[config.mk]
export PLATFORM = sky130hd
export DESIGN_NAME = mole_game_ctrl
export DESIGN_NICKNAME = d
export VERILOG_FILES = /design/src/rtl/mole_game_ctrl.sv
export SDC_FILE = /design/constraint.sdc
export NUM_CORES = 1
export LEC_CHECK = 0
export BUFFER_PORTS_ARGS = -buffer_cell sky130_fd_sc_hd__clkbuf_2
export CAP_MARGIN = 0
export CORE_ASPECT_RATIO = 1.2
export CORE_UTILIZATION = 56
export DETAILED_ROUTE_END_ITERATION = 7
export PLACE_DENSITY = 0.77
export SLEW_MARGIN = 5
export SYNTH_ARGS = -nofsm -noshare
export SYNTH_HDL_FRONTEND = slang
export SYNTH_SLANG_ARGS = --single-unit
[constraint.sdc]
create_clock -name clk -period 5.6 [get_ports clk]
set_input_delay 0 -clock clk [delete_from_list [all_inputs] [get_ports clk]]
set_output_delay 0 -clock clk [all_outputs]
set_load 0.02 [all_outputs]
[src/rtl/mole_game_ctrl.sv]
// Whack-a-mole game sequencer: gap/show timing, LFSR hole choice, whack
// detection, score/miss bookkeeping and a show window that shrinks per hit.
module mole_game_ctrl #(
  parameter int unsigned MOLE_ON_CYCLES = 25000000,
  parameter int unsigned MIN_ON_CYCLES  = 6250000,
  parameter int unsigned STEP_CYCLES    = 1250000,
  parameter int unsigned GAP_CYCLES     = 12500000,
  parameter int unsigned GAME_MOLES     = 20,
  parameter logic [7:0]  LFSR_SEED      = 8'hA5
) (
  input  logic       clk,
  input  logic       reset,
  input  logic       start,
  input  logic [4:0] btn,
  output logic [2:0] oval_select,
  output logic       mole_visible,
  output logic       hit_pulse,
  output logic [7:0] score,
  output logic [7:0] misses,
  output logic       game_over
);

  typedef enum logic [1:0] {IDLE, GAP, SHOW, DONE} state_t;

  state_t      state;
  logic [31:0] timer;
  logic [31:0] on_time;
  logic [31:0] mole_cnt;
  logic [7:0]  lfsr;
  logic [2:0]  prev;
  logic [4:0]  btn_q;
  logic        start_q;

  logic        start_edge;
  logic [4:0]  btn_edge;
  logic        hit_edge;
  logic        last_mole;
  logic        show_timeout;
  logic [2:0]  next_hole;

  function automatic logic [7:0] sat_inc8(input logic [7:0] v);
    return (v == 8'hFF) ? v : v + 8'd1;
  endfunction

  // Shrink the window by one step but never below the floor; on_time never
  // drops under MIN_ON_CYCLES, so the subtraction below cannot wrap.
  function automatic logic [31:0] next_on_time(input logic [31:0] cur);
    if (cur - MIN_ON_CYCLES >= STEP_CYCLES)
      return cur - STEP_CYCLES;
    else
      return MIN_ON_CYCLES;
  endfunction

  function automatic logic [7:0] lfsr_next(input logic [7:0] l);
    return {l[6:0], l[7] ^ l[5] ^ l[4] ^ l[3]};
  endfunction

  // Map the LFSR onto holes 1..5 and bump to the next hole on a repeat.
  function automatic logic [2:0] pick_hole(input logic [7:0] l, input logic [2:0] p);
    logic [7:0] r;
    logic [2:0] c;
    r = l % 8'd5;
    c = r[2:0] + 3'd1;
    if (c == p)
      c = (c == 3'd5) ? 3'd1 : c + 3'd1;
    return c;
  endfunction

  function automatic logic [4:0] hole_mask(input logic [2:0] h);
    return 5'b00001 << (h - 3'd1);
  endfunction

  assign start_edge   = start & ~start_q;
  assign btn_edge     = btn & ~btn_q;
  assign hit_edge     = |(btn_edge & hole_mask(oval_select));
  assign last_mole    = (mole_cnt + 32'd1 == GAME_MOLES);
  assign show_timeout = (timer == on_time - 32'd1);
  assign next_hole    = pick_hole(lfsr, prev);

  always_ff @(posedge clk) begin
    if (reset) begin
      state        <= IDLE;
      oval_select  <= 3'd1;
      mole_visible <= 1'b0;
      hit_pulse    <= 1'b0;
      score        <= 8'd0;
      misses       <= 8'd0;
      game_over    <= 1'b0;
      timer        <= 32'd0;
      mole_cnt     <= 32'd0;
      on_time      <= MOLE_ON_CYCLES;
      lfsr         <= LFSR_SEED;
      prev         <= 3'd1;
      btn_q        <= 5'd0;
      start_q      <= 1'b0;
    end else begin
      lfsr      <= lfsr_next(lfsr);
      btn_q     <= btn;
      start_q   <= start;
      hit_pulse <= 1'b0;
      case (state)
        IDLE, DONE: begin
          if (start_edge) begin
            state        <= GAP;
            timer        <= 32'd0;
            score        <= 8'd0;
            misses       <= 8'd0;
            mole_cnt     <= 32'd0;
            on_time      <= MOLE_ON_CYCLES;
            game_over    <= 1'b0;
            mole_visible <= 1'b0;
          end
        end
        GAP: begin
          if (timer == GAP_CYCLES - 32'd1) begin
            state        <= SHOW;
            oval_select  <= next_hole;
            prev         <= next_hole;
            mole_visible <= 1'b1;
            timer        <= 32'd0;
          end else begin
            timer <= timer + 32'd1;
          end
        end
        SHOW: begin
          // A correct whack wins over a timeout landing on the same cycle.
          if (hit_edge || show_timeout) begin
            if (hit_edge) begin
              score     <= sat_inc8(score);
              hit_pulse <= 1'b1;
              on_time   <= next_on_time(on_time);
            end else begin
              misses <= sat_inc8(misses);
            end
            mole_cnt     <= mole_cnt + 32'd1;
            mole_visible <= 1'b0;
            timer        <= 32'd0;
            if (last_mole) begin
              state     <= DONE;
              game_over <= 1'b1;
            end else begin
              state <= GAP;
            end
          end else begin
            timer <= timer + 32'd1;
          end
        end
        default: state <= IDLE;
      endcase
    end
  end

endmodule

### After elaboration in Yosys (flattened, before gate mapping)

Index checks and enable logic that the tools add are counted.
Widths: inputs -> output; s select.

| cells by class | value |
|---|---|
| add/sub/neg operators | 10 |
| multipliers | 0 |
| div/mod/pow operators | 1 |
| order comparisons | 1 |
| equal/unequal tests | 18 |
| shift-type cells | 1 |
| mux-type cells | 35 |
| bitwise logic cells | 10 |
| reductions and logical operators | 13 |

Operator list:

| cell | count |
|---|---|
| $mux 32 | 8 |
| $pmux 32 s2 | 2 |
| $pmux 32 s3 | 1 |
| $add 32x1->32 const B | 2 |
| $mux 8 | 7 |
| $eq 32x24->1 const B | 1 |
| $eq 32x32->1 | 1 |
| $eq 32x5->1 const B | 1 |
| $ge 32x21->1 const B | 1 |
| $pmux 8 s2 | 2 |
| $sub 32x1->32 const B | 1 |
| $sub 32x21->32 const B | 1 |
| $sub 32x23->32 const B | 1 |
| $add 8x1->8 const B | 2 |
| $eq 8x8->1 const B | 2 |
| $ne 2x2->1 const B | 8 |
| $and 5x5->5 | 2 |
| $reduce_and 5->1 | 2 |
| $mod 8x3->8 const B | 1 |
| $mux 2 | 4 |
| $reduce_and 4->1 | 2 |
| $add 3x1->3 const B | 2 |
| $mux 1 | 6 |
| $mux 3 | 2 |
| 21 further kinds | 27 |

| word-level totals | value |
|---|---|
| bits in registers | 134 |
| latch bits | 0 |
| bits in writable memories | 0 |
| bits in read-only memories | 0 |
| input port bits | 8 |
| output and inout bits | 22 |
| logic and storage cells | 102 |
| memories kept | 0 |

### Depth between registers and ports, before layout

Gate-level depths: netlist of the first run.

| logic depth | value |
|---|---|
| word-level depth | 7 |
| depth in mapped cells | 22 |
| gate-level depth less buffers | 21 |

### Worst setup path after synthesis of the first run

Ideal clock, no wire load.

| timing path | value |
|---|---|
| kind | register -> register |
| start point | reg lfsr[5] |
| end point | reg prev[1] |
| library setup time | 0.115 ns |
| data arrival time | 4.392 ns |
| required time | 5.485 ns |
| path slack | 1.094 ns |
| cell stages (with the launch flop) | 23 |
| path buffers | 1 |
| period minus slack after synthesis | 4.506 ns |
| cell sequence | dfxtp_1 clkbuf_1 nor4b_1 a211o_1 o31ai_1 o211ai_1 inv_1 ha_1 a21oi_1 a21oi_1 nor2_1 xnor2_1 ha_1 nor2b_1 o21bai_1 xnor2_1 inv_1 ha_1 xnor2_1 nand2b_1 mux2i_1 a221o_1 o21a_1 |

| between the ends | value |
|---|---|
| cells in the longest elaborated chain, start to end | 5 |
| elaborated cells between the ends (all ways) | 7 |
| those cells by class | 2 x add/sub; 1 x div; 2 x eq/ne; 2 x mux |

RTL lines:

| item | RTL line | text |
|---|---|---|
| from (decl) | 29 | `logic [7:0] lfsr;` |
| from (signal assigned) | 97 | `lfsr <= lfsr_next(lfsr);` |
| $mod 8x3->8 * | 62 | `r = l % 8'd5;` |
| $add 3x1->3 * | 63 | `c = r[2:0] + 3'd1;` |
| $add 3x1->3 / $eq 3x3->1 (equally long branches) | 65 | `c = (c == 3'd5) ? 3'd1 : c + 3'd1;` |
| $mux 3 | 65 |  |
| $mux 3 * | 64 | `if (c == p)` |
| to (signal assigned) | 118 | `prev <= next_hole;` |
| to (decl) | 30 | `logic [2:0] prev;` |

Every way passes the cells marked *; elsewhere a longest branch is shown, timed or not.
A chain may end at the register's enable or synchronous reset.

### Worst setup path after layout of the first run

| timing path | value |
|---|---|
| start point | reg lfsr[2] |
| end point | reg prev[2] |

The elaborated chain is that of the path after synthesis.

==> impl_results.md, run 1 <==
- Lkg Pwr: 3.54 nW
- Post-synth ARST share: 0
- FF-to-FF End: prev[2]
- CTS Root Cell: clkbuf_16
- HP Class: in -> reg
- Worst Path Buf+Inv: 3
- Die Ht: 141 um
- Post-DRT Antenna Nets: 0
- Initial Util: 0.573
- Hold Violations, Final: 0
- Core Box Area: ~0.016 sq mm
- Crit. path cell count: 22
- CTS Buf Count: 17
- VDD IR-drop max: between 0.15 and 0.2 mV
- Total power: 0.00301 W
- Antenna fix cells: 0
- Crit-path max FO: 17
- Area contributors post-synth: dfxtp_1 29%, xnor2_1 5.4%, nand2_1 5.2%, nor2_1 4.2%, o21ai_0 4.0%
- Global-route wire length before repair: 38,400 um
- Synth Flop Type: dfxtp_1
- Placed cells: between 1k and 1.5k
- Vias per inst: 6.28
- Detailed-route wire length per cell: about 16 um
- Cell Chain, Critical Path: nor4bb_1, a211o_1, o31ai_1, o211ai_1, inv_1, ha_1, a21oi_1, a21oi_1, nor2_1, xnor2_1, ha_1, nor2b_1, o21bai_1, xnor2_1, buf_4, inv_1, ha_1, xnor2_1, nand2_1, mux2i_1, a311o_1, a21oi_1
- Top post-synthesis cells by count: 130 x dfxtp_1, 124 x nand2_1, 100 x nor2_1
- Width of the chip: 117 um
- CP peak stage delay: 0.64 ns
- Pre-antenna DRT Iters: 5
- Largest net degree at the start of global routing: 33
- Clk_skew: 0.0119 ns
- Synth top area share: 0.291
- WP data required: 5.90 ns
- DRC errors left: 0
- Worst skew pair latency: 0.44 ns
- Outcome: finished, final reports clean
- Max clock buf depth: 2
- Clk slew on worst S/H paths: roughly 0.06 ns
- TNS Setup: 0 ns
- Worst-margin pin slew: 1.06 ns
- Post-synth EDFFs: 0
- Vias in the first global route: around 8k
- Critical path endpoint: prev[2]
- Nets: 1,201
- Largest area contributor in the netlist: dfxtp_1
- CTS tree: done
- Arrival @ worst endpoint: roughly 5.1 ns
- RSZ-0062 raised after global routing: no
- Pwr Density: just over 300 mW/mm^2
- Sequential area share after synthesis: 0.291
- Mean Syn Cell Area: around 7.6 sq um
- Net Count, Synth: 1,208
- Max_cap viols: 0
- Synth cell types: 78
- Critical path type: reg -> reg
- Routed WL: roughly 23,000 um
- Number of synthesized register bits: 130
- Hpwl dp: 15,900 um
- Num ports: 30
- Crit path launch type: flip-flop
- Worst slew margin: 0.292
- Layout fillers: 1,405
- Critical path endpoint category: flip-flop
- Final setup vio count: 0
- Top delay family on crit path: compound AO/OA/AOI/OAI gates
- Finished Layout Cells: 1,393
- Slew Viols, Final: 0
- Synth Cell Area: ~0.0090 sq mm
- GRT Total Usage: 0.282
- Period utilization: 0.858
- Gp weighted congestion: 0.895
- Cells after synthesis: 1,179
- Critical Path Source: lfsr[2]
- Worst reg2reg path startpoint: lfsr[2]
- TritonCTS Sinks: 130
- Iter 0 DRT Violations: between 500 and 600
- R2r worst-path depth: 22
- Count leader, synth: dfxtp_1
- # rows: 50
- GRT overflow: 0
- Flop-to-flop setup slack: 0.80 ns
- Slowest-stage cell, CP: dfxtp_1
- Port Buffer Count: 29
- Warnings from Yosys: 0
- Fmax: 208 MHz
- Final worst setup slack: ~0.8 ns
- CTS H-tree lvls: 4
- Via count: 8,747
- Initial antenna violation count: 0
- Dpl ws: 0.861 ns
- Ratio of cells with drive above 1 in the final layout: 0.0835
- Final Util: 0.624
- Die ar.: 0.0165 sq mm
- Period minus WS final: between 4 and 5 ns
- Area Growth Syn to Fin: 8.97%
==> report_power, final <==
part           switching [W]  internal, W
Combinational       0.000543     0.000315
Clock               0.000473     0.000636
Sequential         0.0000815     0.000959
Total                0.00110      0.00191
==> how the worst min path moves through the flow <==
stage | start | slack [ns] | to | cells after the start
after floorplan | btn[0] | 0.13 | btn_q[0] | 1
after global placement | btn[0] | 0.22 | btn_q[0] | 2
after detailed placement | btn[1] | 0.23 | btn_q[1] | 2
after CTS | reset | 0.03 | btn_q[4] | 2
after global routing | reset | 0.08 | lfsr[3] | 2
final | reset | 0.03 | btn_q[4] | 2
==> placed cells by master (no fill, tap or decap), types with 21 or more instances in the layout <==
cell type  synthesis  final
xnor2_1           55     55
clkbuf_2           0     29
inv_1             37     37
nand2_1          124    124
nor3_1            41     41
o21ai_0           71     71
nand3_1           61     61
xor2_1            36     36
nor2b_1           26     26
a21oi_1           53     53
ha_1              21     21
nor2_1           100    100
dfxtp_1          130    130
==> per-stage QoR <==
| stage | cell area [sq um] | hold WS [ns] |
|---|---|---|
| floorplan | 8960 | 0.128 |
| global placement | 9120 | 0.222 |
| detailed placement | 9120 | 0.233 |
| CTS | 9760 | 0.0311 |
| global route | 9760 | 0.0768 |
| finish | 9760 | 0.0324 |
==> worst reg2reg max path, stage by stage (launching register included) <==
cell and delay, ns:
dfxtp_1 0.64, nor4bb_1 0.42, a211o_1 0.19, o31ai_1 0.09, o211ai_1 0.15, inv_1 0.11
ha_1 0.21, a21oi_1 0.20, a21oi_1 0.10, nor2_1 0.12, xnor2_1 0.12, ha_1 0.23
nor2b_1 0.13, o21bai_1 0.24, xnor2_1 0.16, buf_4 0.19, inv_1 0.07, ha_1 0.37
xnor2_1 0.30, nand2_1 0.09, mux2i_1 0.28, a311o_1 0.21, a21oi_1 0.05
==> logic make-up after synthesis <==
family	synth area share
xor+xnor	0.0915
buf+inv	0.0502
mux	0.0212
fa+ha+maj	0.0293
compound gates	0.210
simple gates	0.308
flops	0.291
==> cell type report <==
type / count / area (sq um) / share of cell area
clock buffers: 18 / 439 / 0.0450
multi-input cells: 943 / 5910 / 0.606
clock inverters: 14 / 144 / 0.0147
repair buffers: 43 / 265 / 0.0272
flip-flops and latches: 130 / 2600 / 0.267
inverters: 37 / 139 / 0.0142
well taps: 208 / 260 / 0.0267
==> per-layer routing <==
layer,GRT usage,wire [um],vias to the layer above
li1,-,-,4272
met1,0.345,9910,4131
met2,0.475,11000,285
met3,0.0647,1370,59
met4,0.120,610,0
met5,0,0,-
==> what timing repair did <==
action                                 4_1_cts  5_1_grt
buffers inserted                             0        0
gates resized for setup                      0        0
endpoints found under the hold margin        6        0
hold buffers                                 6        0
==> flip-flops by register name, summed over array words and instances (netlist names) <==
name / flops
score: 8
misses: 8
lfsr: 8
mole_visible: 1
state: 2
timer: 32
hit_pulse: 1
prev: 3
mole_cnt: 32
start_q: 1
btn_q: 5
on_time: 28
game_over: 1
(Power assumes the default switching activity.)
==> inputs of run 2 (changes only) <==
--- a/config.mk
+++ b/config.mk
@@ -8,9 +8,11 @@
 export BUFFER_PORTS_ARGS = -buffer_cell sky130_fd_sc_hd__clkbuf_2
 export CAP_MARGIN = 0
 export CORE_ASPECT_RATIO = 1.2
+export CORE_MARGIN = 5
 export CORE_UTILIZATION = 56
 export DETAILED_ROUTE_END_ITERATION = 7
 export PLACE_DENSITY = 0.77
+export REMOVE_ABC_BUFFERS = 1
 export SLEW_MARGIN = 5
 export SYNTH_ARGS = -nofsm -noshare
 export SYNTH_HDL_FRONTEND = slang
==> run 2 against run 1 <==
  * Hold slack improved by 0.064 ns
  * Sequential power barely moved
  * Clock skew fell by 0.0017 ns
  * Largest cell class unchanged
  * Non-clock buffer count rose by 1
  * Critical endpoint unchanged
  * Largest power group unchanged
  * Register-to-register slack got worse by 0.04 ns
  * Cell count barely moved
  * Routed wire length fell by 0.42%
  * Die area rose by 13%
==> impl_results.md, run 2 (same netlist as run 1, synthesis figures left out) <==
- Outcome: finished, final reports clean (unchanged)
- Hpwl dp: 16,100 um (was 15,900 um)
- Routed WL: 22,800 um (was 22,900 um)
- Top Registers: mole_cnt x32, timer x32, on_time x28 (unchanged)
- Commonest non-fill, non-tap cells in the layout: 130 x dfxtp_1, 124 x nand2_1, 100 x nor2_1 (unchanged)
- Total power: 0.00297 W (was 0.00301 W)
- Global-route wire length before repair: 38,200 um (was 38,400 um)
- Lkg Pwr: 3.55 nW (was 3.54 nW)
- Detailed-route wire length per cell: 16.3 um (was 16.4 um)
- Placed cells: 1,356 (was 1,355)
- Final setup vio count: 0 (unchanged)
- Period minus WS final: 4.84 ns (was 4.80 ns)
- Post-CTS sizing: 0 (unchanged)
- TNS Setup: 0 ns (unchanged)
- DRC errors left: 0 (unchanged)
- Clk slew on worst S/H paths: 0.06 ns (about the same)
- Critical Path Source: lfsr[2] (unchanged)
- Hold Violations, Final: 0 (unchanged)
- Slew Viols, Final: 0 (unchanged)
- Arrival @ worst endpoint: 5.13 ns (was 5.11 ns)
- Critical path endpoint category: flip-flop (unchanged)
- R2r worst-path depth: 22 (unchanged)
- WP data required: 5.89 ns (was 5.90 ns)
- Die ar.: 0.0186 sq mm (was 0.0165 sq mm)
- Port Buffer Count: 29 (unchanged)
- Area Growth Syn to Fin: 8.93% (was 8.97%)
- Layout fillers: 1,394 (was 1,405)
- Critical path endpoint: prev[2] (unchanged)
- Critical path type: reg -> reg (unchanged)
- Worst slew margin: 0.311 (was 0.292)
- Worst-margin pin slew: 1.03 ns (was 1.06 ns)
- CTS tree: done (unchanged)
- Worst skew pair latency: 0.43 ns (was 0.44 ns)
- Initial Util: 0.573 (unchanged)
- Antenna fix cells: 0 (unchanged)
- Max clock buf depth: 2 (unchanged)
- Iter 0 DRT Violations: 663 (was 548)
- Width of the chip: 125 um (was 117 um)
- Die Ht: 149 um (was 141 um)
- Most common cell after layout, fill and taps aside: dfxtp_1 (unchanged)
- HP Class: in -> reg (unchanged)
- Vias per inst: 6.15 (was 6.28)
- GRT Total Usage: 0.242 (was 0.282)
- Dpl ws: 0.853 ns (was 0.861 ns)
- Fmax: 207 MHz (was 208 MHz)
- Gp weighted congestion: 0.876 (was 0.895)
- RSZ-0062 raised after global routing: no (unchanged)
- Ratio of cells with drive above 1 in the final layout: 0.0835 (about the same)
- Pwr Density: 304 mW/mm^2 (was 308 mW/mm^2)
- TritonCTS Sinks: 130 (unchanged)
- Vias in the first global route: 8,035 (was 7,984)
- Crit-path max FO: 17 (unchanged)
- Num ports: 30 (unchanged)
- # rows: 50 (unchanged)
- Via count: 8,570 (was 8,747)
- Crit path launch type: flip-flop (unchanged)
- CTS Root Cell: clkbuf_16 (unchanged)
- Initial antenna violation count: 0 (unchanged)
- GRT overflow: 0 (unchanged)
- Period utilization: 0.865 (was 0.858)
- Finished Layout Cells: 1,394 (was 1,393)
- Core Box Area: 0.0156 sq mm (unchanged)
- CTS Buf Count: 17 (unchanged)
- Clk_skew: 0.0102 ns (was 0.0119 ns)
- Max_cap viols: 0 (unchanged)
- Worst reg2reg path startpoint: lfsr[2] (unchanged)
- Final worst setup slack: 0.758 ns (was 0.798 ns)
- CTS H-tree lvls: 4 (unchanged)
- Largest net degree at the start of global routing: 41 (was 33)
- Nets: 1,202 (was 1,201)
- Pre-antenna DRT Iters: 5 (unchanged)
- FF-to-FF End: prev[2] (unchanged)
- Hold WS: 0.0965 ns (was 0.0324 ns)
- VDD IR-drop max: 0.231 mV (was 0.197 mV)
- Flop-to-flop setup slack: 0.76 ns (was 0.80 ns)
- Post-DRT Antenna Nets: 0 (unchanged)
run 2: cell types whose count changed in the layout (fill, tap and decap cells not counted), sizes merged:
cell / change
buf: +1
clkbuf: +3
clkinv: +2
clkinvlp: -1
inv: -4
run 2: final cells by class:
cell class / count / area, sq um / share of cell area
inverter: 37 / 139 / 0.0142
sequential: 130 / 2600 / 0.267
clock buffer: 21 / 470 / 0.0482
multi-input combinational: 943 / 5910 / 0.606
clock inverter: 11 / 101 / 0.0104
tap: 208 / 260 / 0.0267
timing repair buffer: 44 / 273 / 0.0280
run 2: how the worst min path moves through the flow:
stage	to	slack, ns	cells past startpoint	start
2_1_floorplan	btn_q[4]	0.07	1	reset
3_3_place_gp	btn_q[1]	0.23	2	btn[1]
3_5_place_dp	btn_q[4]	0.23	3	btn[4]
4_1_cts	start_q	0.1	3	reset
5_1_grt	lfsr[1]	0.12	3	reset
6_report	lfsr[1]	0.1	3	reset
run 2: worst max-delay path, cell delays in order, from the launching register on:
cell	delay, ns
dfxtp_1	0.63
nor4bb_1	0.42
a211o_1	0.19
o31ai_1	0.09
o211ai_1	0.14
inv_1	0.10
ha_1	0.20
a21oi_1	0.21
a21oi_1	0.11
nor2_1	0.12
xnor2_1	0.12
ha_1	0.23
nor2b_1	0.14
o21bai_1	0.23
xnor2_1	0.15
buf_4	0.19
inv_1	0.07
ha_1	0.37
xnor2_1	0.33
nand2_1	0.09
mux2i_1	0.31
a311o_1	0.21
a21oi_1	0.05
run 2: per-stage QoR:
step           area (sq um)   util
2_1_floorplan          8650      -
3_3_place_gp           9120  0.583
3_5_place_dp           9120  0.583
4_1_cts                9760  0.624
5_1_grt                9760  0.624
6_report               9760  0.624
run 2: power breakdown:
group	leakage, nW	internal [W]	switching (W)	total (W)
sequential	1.05	0.000960	0.0000769	0.00104
combinational	2.22	0.000312	0.000549	0.000861
clock	0.284	0.000647	0.000425	0.00107
total	3.55	0.00192	0.00105	0.00297
run 2: metal layers:
metal / global-route usage / vias up / wire length, um
li1: - / 4267 / -
met1: 0.297 / 4012 / 9980
met2: 0.418 / 236 / 11200
met3: 0.0438 / 55 / 925
met4: 0.103 / 0 / 637
met5: 0 / - / 0
run 2: repair_timing:
item	in CTS	in global routing
hold endpoints to repair	6	0
setup buffers	0	0
hold buffers	6	0
